File: config.mk
export PLATFORM = sky130hd
export DESIGN_NAME = spi_slave_if_flat
export DESIGN_NICKNAME = d
export VERILOG_FILES = /design/src/rtl/spi_slave_if_if.sv /design/src/rtl/spi_slave_if.sv /design/src/flat_wrapper.sv
export SDC_FILE = /design/constraint.sdc
export NUM_CORES = 1
export LEC_CHECK = 0
export ABC_AREA = 1
export CORE_UTILIZATION = 45
export DETAILED_ROUTE_END_ITERATION = 6
export PLACE_DENSITY = 0.67
export REMOVE_ABC_BUFFERS = 1
export SKIP_CTS_REPAIR_TIMING = 1
export SLEW_MARGIN = 15
export SYNTH_ARGS = -nofsm -noshare
export SYNTH_HDL_FRONTEND = slang
export SYNTH_SLANG_ARGS = --single-unit
File: constraint.sdc
create_clock -name clk -period 3.65 [get_ports clk]
set_input_delay 0.73 -clock clk [delete_from_list [all_inputs] [get_ports clk]]
set_output_delay 0.73 -clock clk [all_outputs]
set_load 0.02 [all_outputs]
File: src/rtl/spi_slave_if_if.sv
// spi_slave_if_if: signal bundle between the SPI front end and its environment.
//   slave modport  : the SPI front end (spi_slave_if)
//   master modport : SPI master + RAM side (drives ss_n/mosi and tx_*)
// Signals:
//   ss_n     slave select, active-low
//   mosi     serial data in, MSB first
//   miso     serial data out, MSB first
//   rx_data  CMD_W command word to RAM ([9:8] opcode, [7:0] addr/data)
//   rx_valid one-cycle strobe qualifying rx_data
//   tx_data  DATA_W read data from RAM
//   tx_valid tx_data valid
interface spi_slave_if_if #(
  parameter int CMD_W  = 10,
  parameter int DATA_W = 8
);
  logic              ss_n;
  logic              mosi;
  logic              miso;
  logic [CMD_W-1:0]  rx_data;
  logic              rx_valid;
  logic [DATA_W-1:0] tx_data;
  logic              tx_valid;

  modport slave (
    input  ss_n, mosi, tx_data, tx_valid,
    output miso, rx_data, rx_valid
  );

  modport master (
    output ss_n, mosi, tx_data, tx_valid,
    input  miso, rx_data, rx_valid
  );
endinterface

File: src/rtl/spi_slave_if.sv
// spi_slave_if: SPI slave front end for the single-port RAM command path.
// Deserialises MOSI frames into CMD_W command words and, for a read-data
// command, returns the RAM's DATA_W response on MISO. SCK is clk.
// Ports:
//   clk    system/SPI clock, rising edge
//   rst_n  synchronous active-low reset
//   bus    spi_slave_if_if.slave (ss_n, mosi, miso, rx_data, rx_valid,
//          tx_data, tx_valid)
//
// state     | meaning
// ----------+-----------------------------------------------------------
// IDLE      | waiting for ss_n low; miso 0, counter 0
// CHK_CMD   | sampling select bit on mosi
// WRITE     | receiving write word, then ignoring mosi until ss_n rises
// READ_ADD  | receiving read-address word; completion sets rd_addr_seen
// READ_DATA | receiving read-data word, then waiting for tx_valid and
//           | shifting the captured byte out on miso
module spi_slave_if #(
  parameter int CMD_W  = 10,
  parameter int DATA_W = 8
) (
  input  logic         clk,
  input  logic         rst_n,
  spi_slave_if_if.slave bus
);

  typedef enum logic [2:0] {
    IDLE      = 3'd0,
    CHK_CMD   = 3'd1,
    WRITE     = 3'd2,
    READ_ADD  = 3'd3,
    READ_DATA = 3'd4
  } state_t;

  localparam logic [3:0] WORD_BITS = 4'(CMD_W);
  localparam logic [3:0] LAST_BIT  = 4'(CMD_W - 1);

  state_t            state_q, state_d;
  logic [3:0]        bit_cnt;
  logic [CMD_W-1:0]  rx_sr;
  logic [DATA_W-1:0] tx_sr;
  logic              rd_addr_seen;
  logic              tx_loaded;
  logic              miso_q;
  logic [CMD_W-1:0]  rx_data_q;
  logic              rx_valid_q;

  logic rx_phase;
  logic word_done;
  logic tx_capture;

  assign bus.miso     = miso_q;
  assign bus.rx_data  = rx_data_q;
  assign bus.rx_valid = rx_valid_q;

  always_comb begin
    state_d    = state_q;
    rx_phase   = 1'b0;
    word_done  = 1'b0;
    tx_capture = 1'b0;
    // ss_n high wins over everything else sampled on the same edge
    if (bus.ss_n) begin
      state_d = IDLE;
    end else begin
      case (state_q)
        IDLE:    state_d = CHK_CMD;
        CHK_CMD: begin
          if (!bus.mosi)        state_d = WRITE;
          else if (rd_addr_seen) state_d = READ_DATA;
          else                   state_d = READ_ADD;
        end
        WRITE, READ_ADD, READ_DATA: begin
          rx_phase   = (bit_cnt < WORD_BITS);
          word_done  = rx_phase && (bit_cnt == LAST_BIT);
          tx_capture = (state_q == READ_DATA) && !rx_phase && !tx_loaded
                       && bus.tx_valid;
        end
        default: state_d = IDLE;
      endcase
    end
  end

  always_ff @(posedge clk) begin
    if (!rst_n) begin
      state_q      <= IDLE;
      bit_cnt      <= '0;
      rx_sr        <= '0;
      tx_sr        <= '0;
      rd_addr_seen <= 1'b0;
      tx_loaded    <= 1'b0;
      miso_q       <= 1'b0;
      rx_data_q    <= '0;
      rx_valid_q   <= 1'b0;
    end else begin
      state_q    <= state_d;
      rx_valid_q <= word_done;

      if (word_done) begin
        rx_data_q <= {rx_sr[CMD_W-2:0], bus.mosi};
        if (state_q == READ_ADD)  rd_addr_seen <= 1'b1;
        if (state_q == READ_DATA) rd_addr_seen <= 1'b0;
      end

      if (state_d == IDLE) begin
        bit_cnt   <= '0;
        tx_loaded <= 1'b0;
        tx_sr     <= '0;
        miso_q    <= 1'b0;
      end else begin
        if (rx_phase) begin
          rx_sr   <= {rx_sr[CMD_W-2:0], bus.mosi};
          bit_cnt <= bit_cnt + 4'd1;
        end
        // Zero-fill on shift so miso falls to 0 by itself after the last bit.
        if (tx_capture) begin
          tx_loaded <= 1'b1;
          miso_q    <= bus.tx_data[DATA_W-1];
          tx_sr     <= {bus.tx_data[DATA_W-2:0], 1'b0};
        end else if (tx_loaded) begin
          miso_q <= tx_sr[DATA_W-1];
          tx_sr  <= {tx_sr[DATA_W-2:0], 1'b0};
        end
      end
    end
  end

endmodule

File: src/flat_wrapper.sv
// flat-port wrapper written by rule: the top's interface ports become plain ports
module spi_slave_if_flat 
#(
  parameter int CMD_W  = 10,
  parameter int DATA_W = 8
)
  (clk, rst_n, bus_ss_n, bus_mosi, bus_tx_data, bus_tx_valid, bus_miso, bus_rx_data, bus_rx_valid);
  spi_slave_if_if #(.CMD_W(CMD_W), .DATA_W(DATA_W)) bus_i ();
  input  logic clk;
  input  logic rst_n;
  input wire logic [$bits(bus_i.ss_n)-1:0] bus_ss_n;
  input wire logic [$bits(bus_i.mosi)-1:0] bus_mosi;
  input wire logic [$bits(bus_i.tx_data)-1:0] bus_tx_data;
  input wire logic [$bits(bus_i.tx_valid)-1:0] bus_tx_valid;
  output wire logic [$bits(bus_i.miso)-1:0] bus_miso;
  output wire logic [$bits(bus_i.rx_data)-1:0] bus_rx_data;
  output wire logic [$bits(bus_i.rx_valid)-1:0] bus_rx_valid;
  assign bus_i.ss_n = bus_ss_n;
  assign bus_i.mosi = bus_mosi;
  assign bus_i.tx_data = bus_tx_data;
  assign bus_i.tx_valid = bus_tx_valid;
  assign bus_miso = bus_i.miso;
  assign bus_rx_data = bus_i.rx_data;
  assign bus_rx_valid = bus_i.rx_valid;
  spi_slave_if #(.CMD_W(CMD_W), .DATA_W(DATA_W)) u_core (.clk(clk), .rst_n(rst_n), .bus(bus_i));
endmodule
# ---- After elaboration in Yosys (flattened, before gate mapping)
# Cells that the tools add are included.
dict set report word_totals {
  elab_cells 48
  output_inout_bits 12
  register_bits 37
}
dict set report classes {
  n_addsub 1
  mux 16
  n_reduce_logical 14
  bitwise 2
  eq_ne 5
  order_cmp 1
}
# op count
set ops {}
lappend ops {{two-way mux 8 bit} 2}
lappend ops {{two-way mux 1 bit} 10}
lappend ops {{two-way mux 3 bit} 3}
lappend ops {{case mux 3 bit (3 select lines)} 1}
lappend ops {{equality test 3 x 2 -> 1 bit, second input constant} 2}
lappend ops {{logical NOT 3 bit} 2}
lappend ops {{adder 4 x 1 -> 4 bit, second input constant} 1}
lappend ops {{equality test 4 bit, second input constant} 1}
lappend ops {{logical AND 1 bit} 4}
lappend ops {{less-than comparator 4 bit, second input constant} 1}
lappend ops {{AND reduction 2 bit} 2}
lappend ops {{nonzero test 2 bit} 2}
lappend ops {{equality test 3 x 1 -> 1 bit, second input constant} 1}
lappend ops {{equality test 3 bit, second input constant} 1}
lappend ops {{OR reduction 3 bit} 1}
lappend ops {{logical NOT 1 bit} 2}
lappend ops {{inverter 1 bit} 2}
lappend ops {{OR reduction 2 bit} 1}

# ---- Logic depth before layout (Yosys ltp)
# Gate-level depths: netlist (run 1).
dict set report depth {
  ltp_word 8
  mapped_depth 8
}

# ---- Worst setup path before layout (run 1)
# OpenSTA, ideal clock, no wires.
dict set report synth_timing {
  kind {input -> register}
  from {input port bus_ss_n}
  to {register u_core.rx_data_q[1] (netlist: u_core.bus.rx_data[1])}
  path_slack_ns 2.176
  cell_stages 7
  arrival_time_ns 1.358
  cell_sequence {inv_1 > nand4_1 > nor2_2 > inv_2 > buf_4 > nor2_1 > nor2_1}
}
dict set report synth_via {
  elab_chain_cells 1
}
# item line
set synth_lines {}
lappend synth_lines {{start: declaration} flat_wrapper.sv:11} ;# input wire logic [$bits(bus_i.ss_n)-1:0] bus_ss_n;
lappend synth_lines {{two-way mux 1 bit} spi_slave_if.sv:62} ;# if (bus.ss_n) begin
lappend synth_lines {{end signal: assignment} spi_slave_if.sv:99} ;# rx_data_q <= {rx_sr[CMD_W-2:0], bus.mosi};
lappend synth_lines {{end: declaration} spi_slave_if.sv:45} ;# logic [CMD_W-1:0] rx_data_q;
# No other way between the ends.
# A chain may end at the register's enable or synchronous reset.

# ---- Final worst setup path (run 1)
dict set report layout_timing {
  from {register u_core.rx_data_q[7] (netlist: u_core.bus.rx_data[7])}
  to {output port bus_rx_data[7]}
}
# item line
set layout_lines {}
lappend layout_lines {{end: declaration} flat_wrapper.sv:16} ;# output wire logic [$bits(bus_i.rx_data)-1:0] bus_rx_data;
# No word-level cell between the ends.

==> impl_metrics.tcl, run 1 <==
set metrics [dict create \
    power_leakage_nw 0.740 \
    route.vias.total 1395 \
    floorplan.die.width_um 61.8 \
    min_from "u_core.tx_sr[6]$_SDFFE_PP0P_" \
    r2r_cells 6 \
    synthesis.area_per_instance_um2 7.86 \
    synthCells 205 \
    yosysWarnings 0 \
    critical_path.slowest_cell "sky130_fd_sc_hd__clkdlybuf4s50_1" \
    detailedRoute.firstPassIterationCount 5 \
    synth.area.top_cells "sky130_fd_sc_hd__dfxtp_1 (46%), sky130_fd_sc_hd__nand3_1 (8.7%), sky130_fd_sc_hd__nand2_1 (7.0%), sky130_fd_sc_hd__a21oi_1 (6.8%), sky130_fd_sc_hd__nor2_1 (5.8%)" \
    finalNetCount 242 \
    drt.antenna.violating_nets 0 \
    initial_utilization 0.475 \
    clk-insertion-delay-late_ns 0.34 \
    drt_iter0_markers 43 \
    fp.dieArea_um2 3820 \
    number_of_global_route_vias_before_repair 1335 \
    end_kind "output port" \
    buffers_added_on_ports 24 \
    crit_chain "clkdlybuf4s50_1" \
    critPathArrivalTime_ns 1.32 \
    yosysUniqueCellTypes 26 \
    critPathRequiredTime_ns 2.92 \
    netlist_area_um2 1610 \
    critPathBufInv 1 \
    clk_path_buf_depth 2 \
    power_density_nw_per_um2 340 \
    grt_overflow 0 \
    drt-vias-per-instance 5.09 \
    std_cell_rows 21 \
    yosysTopAreaCell "sky130_fd_sc_hd__dfxtp_1" \
    report.final.setup_viol 0 \
    synth.top_cell.area_share 0.460 \
    ctsRootBufferMaster "sky130_fd_sc_hd__clkbuf_4" \
    classification_of_the_worst_setup_path "reg2out" \
    diodes 0 \
    sum_of_net_half_perimeters_after_detailed_placement_mm 2.46 \
    synth-edff-count 0 \
    setup.reg_to_reg.worst_slack_ns 2.10 \
    fin_worst_skew_ns 0.00949 \
    drc_errors 0 \
    peakVddDrop_mv 0.225 \
    overall_global_routing_usage 0.212 \
    cts_max_level 2 \
    finalCriticalPeriod_ns 2.05 \
    globalRouteMet3Util 0.0704 \
    hold-path-cell-count 2 \
    ys_seq_elements 37 \
    tritoncts_num_sinks 37 \
    tritoncts "built" \
    final_min_period_over_clock_period 0.561 \
    timing_hold_violations_final 0 \
    setup.worst_path.start_class "flip-flop" \
    outcome "completed" \
    worstHoldPathType "reg2reg" \
    grt_most_used_layer "met2" \
    tightestPinTransition_ns 0.445 \
    slew-limit-headroom 0.703 \
    io-pin-count 25 \
    synth.yosys.seq_area_share 0.460 \
    cap_violations 0 \
    holdPathEnd "u_core.tx_sr[6]$_SDFFE_PP0P_" \
    timing.critical_path.fanout_max 2 \
    max_freq_mhz 488 \
    area_growth_syn_to_layout_pct 18.0 \
    met1_global_route_usage 0.229 \
    post_route_cells_drive_above_1_share 0.101 \
    regToRegStartpoint "u_core.bit_cnt[0]$_SDFFE_PP0P_" \
    floorplan.core_area_um2 3390 \
    antenna_found_initial 0 \
    fin_tns_setup_ns 0 \
    global_route_wire_length_before_repair_mm 5.83 \
    cp_slowest_stage_delay_ns 0.61 \
    grt_start_max_net_pins 15 \
    ffs_w_async_s_r_synth 0 \
    final-max-slew-violation-count 0 \
    setup_repair_after_global_routing_missed_its_margin "false" \
    floorplan.die.height_um 61.8 \
    final_area_um2 1900 \
    groute.layer.met2.usage 0.389 \
    post_dp_cell_area_um2 1850 \
    wire_per_inst_um 12.7 \
    critical_path.top_delay_family "buffers and inverters" \
    postRouteWirelength_mm 3.47 \
    clkSlewWorstSetupHoldPaths_ns 0.11 \
    reg2reg_to "u_core.bus.rx_data[3]$_SDFFE_PN0P_" \
    number_of_cts_inserted_buffers 5 \
    gp_congestion 0.792 \
    synth-main-ff-cell "sky130_fd_sc_hd__dfxtp_1" \
]
synthesized netlist by cell type, types with 4 or more instances:
cell type	count
sky130_fd_sc_hd__nor2_1	25
sky130_fd_sc_hd__inv_2	4
sky130_fd_sc_hd__dfxtp_1	37
sky130_fd_sc_hd__o21ai_0	8
sky130_fd_sc_hd__nor2_4	5
sky130_fd_sc_hd__a21oi_1	22
sky130_fd_sc_hd__nand3_1	28
sky130_fd_sc_hd__inv_1	13
sky130_fd_sc_hd__o21ai_1	4
sky130_fd_sc_hd__nand2_1	30
sky130_fd_sc_hd__buf_4	4
where the power goes:
group | switching (W) | internal, W
clock network | 0.000131 | 0.0000734
registers | 0.00000199 | 0.000405
logic | 0.0000191 | 0.0000163
total | 0.000152 | 0.000494
area by class of cell:
| cell class | instances | area (um2) |
|---|---|---|
| tap | 46 | 57.6 |
| sequential | 37 | 741 |
| inverter | 17 | 63.8 |
| multi-input combinational | 142 | 747 |
| fill | 321 | 1490 |
| clock inverter | 2 | 10.0 |
| timing repair buffer | 24 | 240 |
| clock buffer | 6 | 41.3 |
stage by stage:
stage	cells	utilization	hold slack, ns	setup slack (ns)	power (W)
floorplan	196	-	0.441	2.08	0.000431
global placement	266	0.546	0.467	1.39	0.000450
detailed placement	266	0.546	0.477	1.34	0.000451
CTS	274	0.561	0.494	1.59	0.000654
global route	274	0.561	0.515	1.53	0.000683
finish	274	0.561	0.493	1.60	0.000647
registers in the layout, indices dropped and copies added, names as in the netlist:
register / cells
u_core.bit_cnt: 4
u_core.bus.miso: 1
u_core.bus.rx_data: 10
u_core.bus.rx_valid: 1
u_core.rd_addr_seen: 1
u_core.rx_sr: 9
u_core.state_q: 3
u_core.tx_loaded: 1
u_core.tx_sr: 7
how the worst max path moves through the flow:
| stage | startpoint | endpoint | slack (ns) | depth (start not counted) |
|---|---|---|---|---|
| 2_1_floorplan | bus_ss_n | u_core.bus.rx_data[0]$_SDFFE_PN0P_ | 2.08 | 6 |
| 3_3_place_gp | bus_ss_n | u_core.bus.rx_data[8]$_SDFFE_PN0P_ | 1.39 | 7 |
| 3_5_place_dp | bus_ss_n | u_core.bus.rx_data[7]$_SDFFE_PN0P_ | 1.34 | 7 |
| 4_1_cts | u_core.bus.rx_data[7]$_SDFFE_PN0P_ | bus_rx_data[7] | 1.59 | 1 |
| 5_1_grt | u_core.bus.rx_data[7]$_SDFFE_PN0P_ | bus_rx_data[7] | 1.53 | 1 |
| 6_report | u_core.bus.rx_data[7]$_SDFFE_PN0P_ | bus_rx_data[7] | 1.60 | 1 |
placed cells by master (no fill, tap or decap):
master                            count
sky130_fd_sc_hd__nor2_4               5
sky130_fd_sc_hd__ha_1                 2
sky130_fd_sc_hd__clkdlybuf4s50_1     24
sky130_fd_sc_hd__inv_2                4
sky130_fd_sc_hd__nor4_1               1
sky130_fd_sc_hd__nand3b_1             2
sky130_fd_sc_hd__nand2_2              2
sky130_fd_sc_hd__nand3_1             28
sky130_fd_sc_hd__clkbuf_1             1
sky130_fd_sc_hd__nand2_1             30
sky130_fd_sc_hd__a21oi_1             22
sky130_fd_sc_hd__nand3_2              1
sky130_fd_sc_hd__clkbuf_4             5
sky130_fd_sc_hd__nor2_2               2
sky130_fd_sc_hd__xor2_1               3
sky130_fd_sc_hd__nand2_4              1
sky130_fd_sc_hd__nor2_8               1
sky130_fd_sc_hd__clkinv_2             2
sky130_fd_sc_hd__o21ai_1              4
sky130_fd_sc_hd__nand4_1              3
sky130_fd_sc_hd__inv_1               13
sky130_fd_sc_hd__dfxtp_1             37
sky130_fd_sc_hd__o21ai_0              8
sky130_fd_sc_hd__a311oi_1             1
sky130_fd_sc_hd__nor2_1              25
sky130_fd_sc_hd__a211oi_1             1
metal layers:
metal,vias up,routed length [um]
li1,717,-
met1,641,1480
met2,32,1810
met3,5,133
met4,0,51
met5,-,0
cell families (layout without fill, tap and decap cells):
family / after synthesis / in the layout / share of synthesized area
flip-flops: 37 / 37 / 0.460
AND/OR/NAND/NOR: 101 / 101 / 0.316
adder cells (fa/ha/maj): 2 / 2 / 0.0155
XOR/XNOR: 3 / 3 / 0.0163
AO/OA/AOI/OAI: 36 / 36 / 0.116
buffers and inverters: 26 / 49 / 0.0761
Power figures use the tool's default switching activity.
==> run 2, diff against run 1 <==
==> constraint.sdc (replaced) <==
create_clock -name clk -period 2 [get_ports clk]
set_input_delay 0.4 -clock clk [delete_from_list [all_inputs] [get_ports clk]]
set_output_delay 0.4 -clock clk [all_outputs]
set_load 0.02 [all_outputs]
==> impl_metrics.tcl, run 2 (synthesis gave the netlist of run 1 again) <==
set metrics [dict create \
    outcome "completed" \
    crit_chain "clkdlybuf4s50_1" \
    post-route-util 0.566 \
    most_used_cells_in_the_layout_excluding_fill_and_tap_cells "sky130_fd_sc_hd__dfxtp_1 (37), sky130_fd_sc_hd__nand2_1 (30), sky130_fd_sc_hd__nand3_1 (28), sky130_fd_sc_hd__nor2_1 (25), sky130_fd_sc_hd__clkdlybuf4s50_1 (24)" \
    diodes 0 \
    drt_iter0_markers 82 \
    area_growth_syn_to_layout_pct 19.2 \
    layout.filler_cells 319 \
    grt_overflow 0 \
    clkSlewWorstSetupHoldPaths_ns 0.10 \
    largest_register_ff_count 10 \
    fin_tns_setup_ns 0 \
    grt_start_max_net_pins 15 \
    critPathBufInv 1 \
    tritoncts "built" \
    number_of_cts_inserted_buffers 5 \
    global_route_wire_length_before_repair_mm 5.46 \
    power_leakage_nw 0.749 \
    initial_utilization 0.475 \
    cap_violations 0 \
    drt-vias-per-instance 5.18 \
    slew-limit-headroom 0.718 \
    tightestPinTransition_ns 0.423 \
    classification_of_the_worst_setup_path "reg2out" \
    clk_path_buf_depth 2 \
    floorplan.die.width_um 61.8 \
    overall_global_routing_usage 0.200 \
    end_kind "output port" \
    critical_path.top_delay_family "buffers and inverters" \
    finalNetCount 244 \
    fin_worst_skew_ns 0.00973 \
    setup_repair_after_global_routing_missed_its_margin "false" \
    max_freq_mhz 592 \
    cp_slowest_stage_delay_ns 0.60 \
    finalCriticalPeriod_ns 1.69 \
    critPathRequiredTime_ns 1.60 \
    postRouteWirelength_mm 3.37 \
    cts_max_level 2 \
    critical_path.slowest_cell "sky130_fd_sc_hd__clkdlybuf4s50_1" \
    io-pin-count 25 \
    power_density_nw_per_um2 633 \
    setup.worst_path.start_class "flip-flop" \
    std_cell_rows 21 \
    final-max-slew-violation-count 0 \
    final_common_cell "sky130_fd_sc_hd__dfxtp_1" \
    critPathArrivalTime_ns 1.29 \
    floorplan.die.height_um 61.8 \
    wire_per_inst_um 12.3 \
    drt.antenna.violating_nets 0 \
    drc_errors 0 \
    sum_of_net_half_perimeters_after_detailed_placement_mm 2.30 \
    report.final.setup_viol 0 \
    antenna_found_initial 0 \
    timing_hold_violations_final 0 \
    route.vias.total 1424 \
    post_route_cells_drive_above_1_share 0.105 \
    tritoncts_num_sinks 37 \
    timing.critical_path.fanout_max 2 \
    number_of_global_route_vias_before_repair 1245 \
    peakVddDrop_mv 0.469 \
    clk-insertion-delay-late_ns 0.35 \
    gp_congestion 0.796 \
    final_min_period_over_clock_period 0.844 \
    buffers_added_on_ports 24 \
    detailedRoute.firstPassIterationCount 4 \
    ctsRootBufferMaster "sky130_fd_sc_hd__clkbuf_4" \
    fp.dieArea_um2 3820 \
    floorplan.core_area_um2 3390 \
    worstHoldPathType "reg2reg" \
]
## run 2: final timing paths
kind | startpoint | end | slack (ns) | cells past startpoint
max | u_core.bus.rx_data[4]$_SDFFE_PN0P_ | bus_rx_data[4] | 0.31 | 1
min | u_core.rx_sr[8]$_SDFFE_PN0P_ | u_core.rx_sr[8]$_SDFFE_PN0P_ | 0.48 | 2
max reg2reg | u_core.state_q[1]$_SDFF_PN0_ | u_core.tx_sr[6]$_SDFFE_PP0P_ | 0.49 | 5
min reg2reg | u_core.rx_sr[8]$_SDFFE_PN0P_ | u_core.rx_sr[8]$_SDFFE_PN0P_ | 0.48 | 2
## run 2: power by group
group,switching (W),internal [W]
sequential,0.00000365,0.000739
combinational,0.0000352,0.0000310
clock,0.000240,0.000166
## run 2: cell type report
cell class	instances	area, um2	area share
repair buffers	26	255	0.133
clock buffers	7	55.1	0.0287
flip-flops and latches	37	741	0.386
well taps	46	57.6	0.0300
inverters	17	63.8	0.0332
multi-input cells	142	747	0.389
## run 2: metrics by stage
step | total power (W) | hold slack (ns) | setup WS (ns) | std cells | cell area, um2
floorplan | 0.000787 | 0.441 | 0.688 | 196 | 1550
global placement | 0.000824 | 0.456 | 0.223 | 268 | 1860
detailed placement | 0.000826 | 0.466 | 0.152 | 268 | 1860
CTS | 0.00123 | 0.481 | 0.288 | 275 | 1920
global route | 0.00127 | 0.507 | 0.242 | 275 | 1920
finish | 0.00121 | 0.478 | 0.311 | 275 | 1920
## run 2: layer usage
layer,part of all wire,vias to the layer above,global-route usage
met4,0.019,0,0.137
met2,0.48,25,0.335
met3,0.038,8,0.0497
met5,0,-,0
li1,-,723,-
met1,0.46,668,0.224
==> run 3, diff against run 2 <==
==> constraint.sdc (replaced) <==
create_clock -name clk -period 1.61 [get_ports clk]
set_input_delay 0.322 -clock clk [delete_from_list [all_inputs] [get_ports clk]]
set_output_delay 0.322 -clock clk [all_outputs]
set_load 0.02 [all_outputs]
==> impl_metrics.tcl, run 3 (synthesis gave the netlist of run 1 again) <==
set metrics [dict create \
    route.vias.total 1409 \
    timing_hold_violations_final 0 \
    floorplan.die.height_um 61.8 \
    buffers_added_on_ports 24 \
    number_of_global_route_vias_before_repair 1275 \
    area_growth_syn_to_layout_pct 23.5 \
    outcome "completed" \
    global_route_wire_length_before_repair_mm 5.48 \
    report.final.setup_viol 0 \
    overall_global_routing_usage 0.197 \
    classification_of_the_worst_setup_path "reg2reg" \
    end_kind "flip-flop" \
    timing.critical_path.fanout_max 10 \
    setup.worst_path.start_class "flip-flop" \
    worstHoldPathType "reg2reg" \
    final-max-slew-violation-count 0 \
    setup_repair_after_global_routing_missed_its_margin "false" \
    clk_path_buf_depth 2 \
    drt.antenna.violating_nets 0 \
    holdWs_ns 0.478 \
    drt_iter0_markers 126 \
    fin_worst_skew_ns 0.0116 \
    critical_path.slowest_cell "sky130_fd_sc_hd__dfxtp_1" \
    max_freq_mhz 718 \
    post_dp_cell_area_um2 1900 \
    tightestPinTransition_ns 0.279 \
    initial_utilization 0.475 \
    sum_of_net_half_perimeters_after_detailed_placement_mm 2.34 \
    grt_start_max_net_pins 14 \
    cap_violations 0 \
    critPathRequiredTime_ns 1.86 \
    largest_register_ff_count 10 \
    detailedRoute.firstPassIterationCount 4 \
    power_leakage_nw 0.992 \
    gp_congestion 0.837 \
    io-pin-count 25 \
    cts_max_level 2 \
    diodes 0 \
    cp_slowest_stage_delay_ns 0.46 \
    post-route-util 0.587 \
    slew-limit-headroom 0.813 \
    crit_chain "inv_1 -> ha_1 -> nand4_1 -> nor2_2 -> buf_4 -> o21ai_0 -> nor2_1" \
    std_cell_rows 21 \
    final_area_um2 1990 \
    critPathArrivalTime_ns 1.65 \
    setup.reg_to_reg.worst_slack_ns 0.22 \
    grt_overflow 0 \
    postRouteWirelength_mm 3.29 \
    final_common_cell "sky130_fd_sc_hd__dfxtp_1" \
    finalCriticalPeriod_ns 1.39 \
    drt-vias-per-instance 5.01 \
    wire_per_inst_um 11.7 \
    finalNetCount 249 \
    antenna_found_initial 0 \
    most_used_cells_in_the_layout_excluding_fill_and_tap_cells "sky130_fd_sc_hd__dfxtp_1 (37), sky130_fd_sc_hd__nand2_1 (30), sky130_fd_sc_hd__nand3_1 (28), sky130_fd_sc_hd__nor2_1 (25), sky130_fd_sc_hd__a21oi_1 (22)" \
    floorplan.die.width_um 61.8 \
    tritoncts "built" \
    clk-insertion-delay-late_ns 0.36 \
    drc_errors 0 \
    clkSlewWorstSetupHoldPaths_ns 0.11 \
    tritoncts_num_sinks 37 \
    floorplan.core_area_um2 3390 \
    ctsRootBufferMaster "sky130_fd_sc_hd__clkbuf_4" \
    peakVddDrop_mv 0.604 \
    power_density_nw_per_um2 762 \
    number_of_cts_inserted_buffers 5 \
    fp.dieArea_um2 3820 \
    post_route_cells_drive_above_1_share 0.128 \
    final_min_period_over_clock_period 0.865 \
]
==> run 3: final cells by class <==
cell class	count	area (um2)
Fill cell	335	1400
Multi-Input combinational cell	142	747
Sequential cell	37	741
Timing Repair Buffer	31	323
Inverter	17	63.8
Tap cell	46	57.6
Clock buffer	6	41.3
Clock inverter	2	15.0
==> run 3: report_power, final <==
group | switching, W | total, W | internal, W
sequential | 0.00000454 | 0.000923 | 0.000918
clock | 0.000330 | 0.000501 | 0.000170
combinational | 0.0000459 | 0.0000917 | 0.0000458
total | 0.000381 | 0.00152 | 0.00113
==> run 3: worst paths after layout <==
check | cells after the start | from | to
max | 7 | u_core.bit_cnt[1]$_SDFFE_PP0P_ | u_core.bus.rx_data[0]$_SDFFE_PN0P_
min | 2 | u_core.rx_sr[8]$_SDFFE_PN0P_ | u_core.rx_sr[8]$_SDFFE_PN0P_
max reg2reg | 7 | u_core.bit_cnt[1]$_SDFFE_PP0P_ | u_core.bus.rx_data[0]$_SDFFE_PN0P_
min reg2reg | 2 | u_core.rx_sr[8]$_SDFFE_PN0P_ | u_core.rx_sr[8]$_SDFFE_PN0P_
==> run 3: through the flow <==
step / setup TNS (ns) / setup WS (ns) / instances / power [W]
2_1_floorplan: 0 / 0.298 / 196 / 0.000977
3_3_place_gp: -0.00351 / -0.00228 / 273 / 0.00103
3_5_place_dp: -0.391 / -0.0551 / 273 / 0.00103
4_1_cts: -0.452 / -0.0718 / 281 / 0.00154
5_1_grt: 0 / 0.0802 / 281 / 0.00157
6_report: 0 / 0.217 / 281 / 0.00152
==> run 3: routing by layer <==
layer	part of all wire	wire length (um)	GRT usage	up-vias
li1	-	-	-	732
met1	0.47	1540	0.235	647
met2	0.48	1570	0.329	22
met3	0.040	133	0.0559	8
met4	0.014	45	0.0952	0
met5	0	0	0	-
==> run 3: worst max-delay path: cells and delay by family (launching register included) <==
family,cells,cell delay [ns]
compound gates,1,0.15
fa+ha+maj,1,0.20
buf+inv,2,0.23
flops,1,0.46
simple gates,3,0.24
